**config.mk**
```make
export PLATFORM = sky130hd
export DESIGN_NAME = utim64_main_counter
export DESIGN_NICKNAME = d
export VERILOG_FILES = /design/src/rtl/utim64_main_counter.sv
export SDC_FILE = /design/constraint.sdc
export NUM_CORES = 1
export LEC_CHECK = 0
export CELL_PAD_IN_SITES_DETAIL_PLACEMENT = 1
export CELL_PAD_IN_SITES_GLOBAL_PLACEMENT = 1
export CORE_MARGIN = 2
export CORE_UTILIZATION = 30
export CTS_CLUSTER_DIAMETER = 120
export CTS_CLUSTER_SIZE = 28
export DETAILED_ROUTE_END_ITERATION = 7
export GPL_ROUTABILITY_DRIVEN = 0
export GPL_TIMING_DRIVEN = 1
export MAX_ROUTING_LAYER = met4
export PLACE_DENSITY = 0.72
export SYNTH_ARGS = -nofsm -noshare
export SYNTH_HDL_FRONTEND = slang
export SYNTH_SLANG_ARGS = --single-unit
```
**constraint.sdc**
```tcl
create_clock -name iCLOCK -period 3.72 [get_ports iCLOCK]
set_clock_uncertainty 0.1 [all_clocks]
set_input_delay 0.558 -clock iCLOCK [delete_from_list [all_inputs] [get_ports iCLOCK]]
set_output_delay 0.558 -clock iCLOCK [all_outputs]
set_load 0.005 [all_outputs]
```
**src/rtl/utim64_main_counter.sv**
```systemverilog
// ----------------------------------------------------------------------------
// utim64_main_counter
//
// Free-running 64-bit timer main counter with an 8-bit prescaler, direct
// masked load, coherent snapshot for 32-bit bus readers and a sticky
// overflow interrupt.
//
// Ports
//   iCLOCK          in   1   sole clock, rising edge
//   inRESET         in   1   asynchronous active-low reset
//   iCONF_WRITE     in   1   strobe: load enable/prescale, clear prescaler
//   iCONF_ENA       in   1   run enable sampled on iCONF_WRITE
//   iCONF_PRESCALE  in   8   prescale N; count advances once per N+1 clocks
//   iCOUNT_WRITE    in   1   strobe: direct load of the main count
//   inCOUNT_DQM     in   2   active-low half mask (bit0 = [31:0], bit1 = [63:32])
//   iCOUNT_COUNTER  in   64  load data for iCOUNT_WRITE
//   iSNAP_REQ       in   1   snapshot request
//   iOVF_ACK        in   1   clears the overflow pending flag
//   oWORKING        out  1   registered enable state
//   oCOUNT          out  64  live main count
//   oSNAP_COUNT     out  64  captured count (value before the request edge)
//   oSNAP_VALID     out  1   high the cycle after each snapshot request
//   oOVF_IRQ        out  1   overflow pending level
// ----------------------------------------------------------------------------
module utim64_main_counter (
  input  logic        iCLOCK,
  input  logic        inRESET,
  input  logic        iCONF_WRITE,
  input  logic        iCONF_ENA,
  input  logic [7:0]  iCONF_PRESCALE,
  input  logic        iCOUNT_WRITE,
  input  logic [1:0]  inCOUNT_DQM,
  input  logic [63:0] iCOUNT_COUNTER,
  input  logic        iSNAP_REQ,
  input  logic        iOVF_ACK,
  output logic        oWORKING,
  output logic [63:0] oCOUNT,
  output logic [63:0] oSNAP_COUNT,
  output logic        oSNAP_VALID,
  output logic        oOVF_IRQ
);

  logic        enable;
  logic [7:0]  prescale;
  logic [7:0]  prescaler;
  logic [63:0] count;
  logic [63:0] snapCount;
  logic        snapValid;
  logic        ovfFlag;

  logic        loadStrobe;
  logic        prescaleHit;
  logic        tick;
  logic        wrap;

  // Any configuration or count write restarts the prescale period and
  // swallows the tick that would otherwise land on that edge.
  assign loadStrobe  = iCONF_WRITE | iCOUNT_WRITE;
  assign prescaleHit = (prescaler == prescale);
  assign tick        = enable & ~loadStrobe & prescaleHit;
  assign wrap        = tick & (count == {64{1'b1}});

  always_ff @(posedge iCLOCK or negedge inRESET) begin
    if (!inRESET) begin
      enable   <= 1'b0;
      prescale <= 8'd0;
    end else if (iCONF_WRITE) begin
      enable   <= iCONF_ENA;
      prescale <= iCONF_PRESCALE;
    end
  end

  always_ff @(posedge iCLOCK or negedge inRESET) begin
    if (!inRESET) begin
      prescaler <= 8'd0;
    end else if (loadStrobe) begin
      prescaler <= 8'd0;
    end else if (enable) begin
      if (prescaleHit) begin
        prescaler <= 8'd0;
      end else begin
        prescaler <= prescaler + 8'd1;
      end
    end
  end

  // A count write always beats a tick; a fully masked write (DQM = 2'b11)
  // leaves the count alone but still suppresses the tick via loadStrobe.
  always_ff @(posedge iCLOCK or negedge inRESET) begin
    if (!inRESET) begin
      count <= 64'd0;
    end else if (iCOUNT_WRITE) begin
      if (!inCOUNT_DQM[0]) begin
        count[31:0] <= iCOUNT_COUNTER[31:0];
      end
      if (!inCOUNT_DQM[1]) begin
        count[63:32] <= iCOUNT_COUNTER[63:32];
      end
    end else if (tick) begin
      count <= count + 64'd1;
    end
  end

  // Snapshot captures the pre-edge count so both 32-bit halves read back
  // from one coherent instant.
  always_ff @(posedge iCLOCK or negedge inRESET) begin
    if (!inRESET) begin
      snapCount <= 64'd0;
      snapValid <= 1'b0;
    end else begin
      snapValid <= iSNAP_REQ;
      if (iSNAP_REQ) begin
        snapCount <= count;
      end
    end
  end

  // A new wrap wins over an acknowledge in the same cycle so no event is lost.
  always_ff @(posedge iCLOCK or negedge inRESET) begin
    if (!inRESET) begin
      ovfFlag <= 1'b0;
    end else if (wrap) begin
      ovfFlag <= 1'b1;
    end else if (iOVF_ACK) begin
      ovfFlag <= 1'b0;
    end
  end

  assign oWORKING    = enable;
  assign oCOUNT      = count;
  assign oSNAP_COUNT = snapCount;
  assign oSNAP_VALID = snapValid;
  assign oOVF_IRQ    = ovfFlag;

endmodule

```
==> metrics.txt, run 1 <==
count of different cell masters after synthesis=58; count of pins on the block boundary=212; tightest hold margin=0.0545 ns; number of antenna violations at the first check in global routing=4; number of port buffers=211; length in cells of the worst reg-to-reg path=6; largest net degree at the start of global routing=77; number of detailed-route iterations in the first pass=4; Syn. warnings=0; count of antenna-violating nets left after detailed routing=0; dominant cell type by area after synthesis=sky130_fd_sc_hd__dfrtp_1; final worst slack=0.661 ns; initial core utilization=0.303; gate count after technology mapping=767; DRT iter0 DRCs=438; count of endpoints failing hold in the final timing report=0; TritonCTS Sinks=147; outcome=finished, final reports clean; wire length reported by the detailed router=26,200 um; Final Setup Violations=0; Synth Cell Area=7570 sq um; worst reg-to-reg setup slack=0.66 ns; DP Wirelength=18,100 um; post-layout minimum cycle time=3.06 ns; per-cell via count in the routed design=5.30; count of state elements after synthesis=147; Synth top area share=0.486; floorplan die area=26,500 sq um; ordered cell list for the critical path=nand4_1 > or3_1 > or4_4 > or4_1 > o21ai_1 > a22o_1; Worst Path Buf+Inv=0; worst relative slew slack=0.239; total power after layout=5.12 mW; crit path max-delay cell type=sky130_fd_sc_hd__or4_4; total global routing track utilization=0.208; Hold-fix buffers, CTS=0; largest cells by area after synthesis=sky130_fd_sc_hd__dfrtp_1 (49%), sky130_fd_sc_hd__mux2_2 (11%), sky130_fd_sc_hd__o21ai_0 (4.0%), sky130_fd_sc_hd__a21oi_1 (3.6%), sky130_fd_sc_hd__nor2_1 (2.7%); worst endpoint data arrival time=3.32 ns; Hold WC Path Type=in2async; max-capacitance violation count=0; end of the worst register-to-register path=oCOUNT[47]; setup TNS=0 ns; highest clock frequency the design can meet=0.327 GHz; kind of start point of the critical path=flop; register clock-pin slew on the reported worst setup and hold paths=0.06 ns; die span in x=163 um; family of cells with the greatest summed delay on the critical path=simple AND/OR/NAND/NOR gates; via count of the first global-routing pass=7,331; number of H-tree levels=4; critical path peak fanout=13; post-route clock period utilization=0.822; number of flops mapped to enable cells by yosys=0; Slew @ Worst Pin=1.14 ns; post-route non-filler standard cell count=1,312; PwrDens=481 nW/um^2; mean area per synthesized cell=9.87 sq um; Layout Area Growth over Synthesis=40.5%; overflow left after global routing=0; root buf cell=sky130_fd_sc_hd__clkbuf_16; cell types with the highest counts after synthesis=sky130_fd_sc_hd__dfrtp_1 (147), sky130_fd_sc_hd__mux2_2 (73), sky130_fd_sc_hd__o21ai_0 (61); CP Launch Point=oCOUNT[19]; filler cell count=2,840; clock latency of the later-clocked register in the worst-skew pair=0.42 ns; wire length of the first global-routing pass=41,700 um; core area=25,000 sq um; crit path capture type=flop; static power due to leakage=4.08 nW; CTS tree=yes; Main synth FF type=sky130_fd_sc_hd__dfrtp_1; Non-Filler Cell Area, Final=10,600 sq um; number of nets in the layout=1,049; fraction of final layout cells with drive strength greater than 1=0.139; critical path required time=3.98 ns; Post-CTS Repair Setup Buffers=0; number of gates resized after CTS=0; WS Path Type=reg2reg; reg-to-reg startpoint=oCOUNT[19]; async set or reset register ratio after synthesis=1.00; worst-case clock buffer depth=2; number of CTS-inserted buffers=17; remaining design rule violation count=0; Util after Layout=0.426; number of max-slew violations in the final report=0; Setup WS pre-CTS=0.401 ns; post-synth net total=850; most repeated cell in the gate-level netlist after synthesis=sky130_fd_sc_hd__dfrtp_1; height of the die=163 um; setup repair after global routing missed its margin=no; site row count=58; maximum cell stage delay along the critical path=0.71 ns; sequential-to-total area share from yosys stat=0.486; placed cell count=1,277; post-placement cell area=10,000 sq um; total number of vias=6,948; maximum vdd drop=260 uV; Routed WL per cell=20.0 um
layout by cell type, fill, tap and decap left out, types with 5 or more instances in the layout:
master                            count
sky130_fd_sc_hd__o31ai_1              5
sky130_fd_sc_hd__nand3_1             38
sky130_fd_sc_hd__o22a_1               9
sky130_fd_sc_hd__inv_1               18
sky130_fd_sc_hd__dfrtp_1            147
sky130_fd_sc_hd__a2bb2oi_1            6
sky130_fd_sc_hd__nand2_1             50
sky130_fd_sc_hd__mux2_2              73
sky130_fd_sc_hd__a311oi_1             6
sky130_fd_sc_hd__xnor2_1              9
sky130_fd_sc_hd__o22ai_1              9
sky130_fd_sc_hd__buf_4               18
sky130_fd_sc_hd__o21ai_0             61
sky130_fd_sc_hd__mux2i_1              7
sky130_fd_sc_hd__and4_1               6
sky130_fd_sc_hd__a31oi_1              9
sky130_fd_sc_hd__or3_1                6
sky130_fd_sc_hd__nand4_1             15
sky130_fd_sc_hd__nor3_1              24
sky130_fd_sc_hd__nor2_1              55
sky130_fd_sc_hd__clkbuf_16           17
sky130_fd_sc_hd__a211oi_1             5
sky130_fd_sc_hd__a22oi_1             10
sky130_fd_sc_hd__clkdlybuf4s50_1    208
sky130_fd_sc_hd__and3_1              13
sky130_fd_sc_hd__nor4_1              21
sky130_fd_sc_hd__a21oi_1             54
cell families after synthesis:
family	synth area share
buffers and inverters	0.0360
adders and majority gates	0.00331
and+or+nand+nor	0.175
DFF	0.486
xor gates and xnor gates	0.0116
AOI/OAI and AO/OA	0.170
muxes	0.118
power breakdown:
part	internal [mW]	leakage [nW]	switching (mW)
Sequential	1.86	1.74	0.311
Clock	1.06	0.289	0.702
Combinational	0.750	2.05	0.438
state kept, by name, indices dropped and copies added, names as in the netlist:
name / count
prescaler: 8
oWORKING: 1
oSNAP_COUNT: 64
oCOUNT: 64
oOVF_IRQ: 1
oSNAP_VALID: 1
prescale: 8
per-layer routing:
metal,share of wire,GRT usage,up-vias
met5,0,-,-
met4,0.014,0.0543,0
met3,0.046,0.0474,28
met2,0.47,0.326,154
met1,0.47,0.272,3497
li1,-,-,3269
worst max path at each step:
stage / slack [ns] / end / depth (start not counted)
after floorplan: 1.08 / oCOUNT[47] / 7
after global placement: 0.46 / oCOUNT[24] / 7
after detailed placement: 0.40 / oCOUNT[3] / 7
after CTS: 0.69 / oCOUNT[47] / 6
after global routing: 0.49 / oCOUNT[47] / 6
final: 0.66 / oCOUNT[47] / 6
worst register-to-register path: cells and delay by family (launching register included):
kind	cells	cell delay, ns
AOI/OAI and AO/OA	2	0.26
DFF	1	0.52
and+or+nand+nor	4	2.11
area by class of cell:
class | instances | area [sq um] | share of cell area
tap | 330 | 413 | 0.0388
antenna | 4 | 10.0 | 0.000941
inverter | 19 | 71.3 | 0.00670
clock buffer | 23 | 488 | 0.0459
timing repair buffer | 229 | 2250 | 0.212
sequential | 147 | 3680 | 0.346
clock inverter | 8 | 100 | 0.00941
multi-input combinational | 552 | 3620 | 0.341
No activity file was read; power rests on OpenSTA's default activity.
==> inputs of run 2 (changes only) <==
--- a/config.mk
+++ b/config.mk
@@ -15,7 +15,7 @@
 export GPL_ROUTABILITY_DRIVEN = 0
 export GPL_TIMING_DRIVEN = 1
 export MAX_ROUTING_LAYER = met4
-export PLACE_DENSITY = 0.72
+export PLACE_DENSITY = 0.75
 export SYNTH_ARGS = -nofsm -noshare
 export SYNTH_HDL_FRONTEND = slang
 export SYNTH_SLANG_ARGS = --single-unit
==> constraint.sdc (replaced) <==
create_clock -name iCLOCK -period 2.5 [get_ports iCLOCK]
set_clock_uncertainty 0.1 [all_clocks]
set_input_delay 0.375 -clock iCLOCK [delete_from_list [all_inputs] [get_ports iCLOCK]]
set_output_delay 0.375 -clock iCLOCK [all_outputs]
set_load 0.005 [all_outputs]
==> metrics.txt, run 2 (synthesis gave the netlist of run 1 again) <==
multi-input gate area in the final layout=3770 sq um; worst-case clock buffer depth=2; count of pins on the block boundary=212; fraction of final layout cells with drive strength greater than 1=0.242; floorplan die area=26,500 sq um; WS Path Type=reg2reg; critical path required time=2.77 ns; remaining design rule violation count=0; setup repair after global routing missed its margin=yes; number of port buffers=211; via count of the first global-routing pass=7,873; tightest hold margin=0.357 ns; maximum vdd drop=400 uV; crit path max-delay cell type=sky130_fd_sc_hd__or4_4; wire length reported by the detailed router=28,700 um; wire length of the first global-routing pass=45,000 um; worst endpoint data arrival time=2.73 ns; site row count=58; number of antenna violations at the first check in global routing=1; TritonCTS Sinks=147; DRT iter0 DRCs=502; height of the die=163 um; count of antenna-violating nets left after detailed routing=0; post-route clock period utilization=0.985; worst relative slew slack=0.601; layer carrying the most global-route usage=met2; number of CTS-inserted buffers=17; maximum cell stage delay along the critical path=0.57 ns; total power after layout=8.02 mW; total global routing track utilization=0.225; static power due to leakage=4.58 nW; core area=25,000 sq um; DP Wirelength=21,000 um; highest-count cells in the layout ignoring fill and taps=sky130_fd_sc_hd__clkdlybuf4s50_1 (208), sky130_fd_sc_hd__dfrtp_1 (139), sky130_fd_sc_hd__buf_4 (103), sky130_fd_sc_hd__mux2_2 (73), sky130_fd_sc_hd__o21ai_0 (57); filler cell count=2,794; family of cells with the greatest summed delay on the critical path=simple AND/OR/NAND/NOR gates; worst reg-to-reg setup slack=0.04 ns; number of H-tree levels=4; Reg area=3690 sq um; post-layout minimum cycle time=2.46 ns; CTS tree=yes; register clock-pin slew on the reported worst setup and hold paths=0.07 ns; clock latency of the later-clocked register in the worst-skew pair=0.43 ns; highest clock frequency the design can meet=0.406 GHz; root buf cell=sky130_fd_sc_hd__clkbuf_16; total number of vias=7,524; GR met1 Demand/Resource=0.297; number of max-slew violations in the final report=0; number of detailed-route iterations in the first pass=7; commonest non-fill, non-tap cell in the layout=sky130_fd_sc_hd__clkdlybuf4s50_1; outcome=finished, final reports clean; critical path peak fanout=5; met2 usage=0.348; PwrDens=692 nW/um^2; crit path capture type=flop; overflow left after global routing=0; Final Setup Violations=0; per-cell via count in the routed design=5.36; max-capacitance violation count=0; Layout Area Growth over Synthesis=52.9%; cell occurring most often along the worst timing path=sky130_fd_sc_hd__or4_4; count of endpoints failing hold in the final timing report=0; ordered cell list for the critical path=nand3_4 > or4_4 > or4_4 > or4_1 > o21ai_1 > a22o_1; GR Layer Usage met3=0.0448; die span in x=163 um; Routed WL per cell=20.4 um; kind of start point of the critical path=flop; Worst Path Buf+Inv=0; number of nets in the layout=1,143; Slew @ Worst Pin=0.593 ns; Hold WC Path Type=in2async; initial core utilization=0.303; largest net degree at the start of global routing=60
-- run 2: cell count changes in the layout (fill, tap and decap cells not counted), moves of 5 or more --
| cell | before | now |
|---|---|---|
| sky130_fd_sc_hd__buf_12 | 1 | 7 |
| sky130_fd_sc_hd__buf_4 | 18 | 103 |
| sky130_fd_sc_hd__dfrtp_1 | 147 | 139 |
| sky130_fd_sc_hd__dfrtp_2 | 0 | 8 |
| sky130_fd_sc_hd__nand3_1 | 38 | 31 |
| sky130_fd_sc_hd__nand3_2 | 1 | 6 |
| sky130_fd_sc_hd__nor4_1 | 21 | 16 |
-- run 2: per-layer routing --
layer | part of all wire | vias up
met3 | 0.046 | 41
li1 | - | 3463
met4 | 0.023 | 0
met2 | 0.47 | 206
met1 | 0.46 | 3814
met5 | 0 | -
-- run 2: final timing paths --
path / from / endpoint / cells past startpoint
min reg2reg: oSNAP_COUNT[56] / oSNAP_COUNT[56] / 1
min: inRESET / oSNAP_COUNT[17] / 2
max reg2reg: oCOUNT[0] / oCOUNT[47] / 6
max in group asynchronous: inRESET / oSNAP_COUNT[59] / 3
max: oCOUNT[0] / oCOUNT[47] / 6
min in group iCLOCK: iSNAP_REQ / oSNAP_VALID / 2
-- run 2: metrics by stage --
| step | util | std cells | setup WS [ns] | TNS, ns | instance area (sq um) |
|---|---|---|---|---|---|
| floorplan | - | 767 | -0.0610 | -0.0828 | 7610 |
| global placement | 0.433 | 1365 | -0.0898 | -1.28 | 10800 |
| detailed placement | 0.433 | 1365 | -0.126 | -2.35 | 10800 |
| CTS | 0.459 | 1399 | 0.000142 | 0 | 11500 |
| global route | 0.464 | 1404 | -0.0621 | -0.111 | 11600 |
| finish | 0.464 | 1404 | 0.0380 | 0 | 11600 |
-- run 2: cell type report --
type,count,share of cell area
diodes,1,0.000216
clock buffers,19,0.0391
clock inverters,13,0.0130
inverters,19,0.00616
multi-input cells,553,0.325
flip-flops and latches,147,0.319
well taps,330,0.0357
repair buffers,322,0.262
-- run 2: power by group --
part	leakage (nW)	switching (mW)	total, mW	internal, mW
logic	2.56	0.945	2.28	1.33
clock network	0.291	1.13	2.67	1.54
registers	1.73	0.294	3.07	2.77
total	4.58	2.37	8.02	5.65
-- run 2: repair_timing --
item,CTS,global route
buffers inserted,1,3
setup endpoints to repair,14,46
pin swaps,1,7
endpoints found under the hold margin,48,0
gates cloned,0,1
gates resized for setup,8,22
hold buffers,1,0
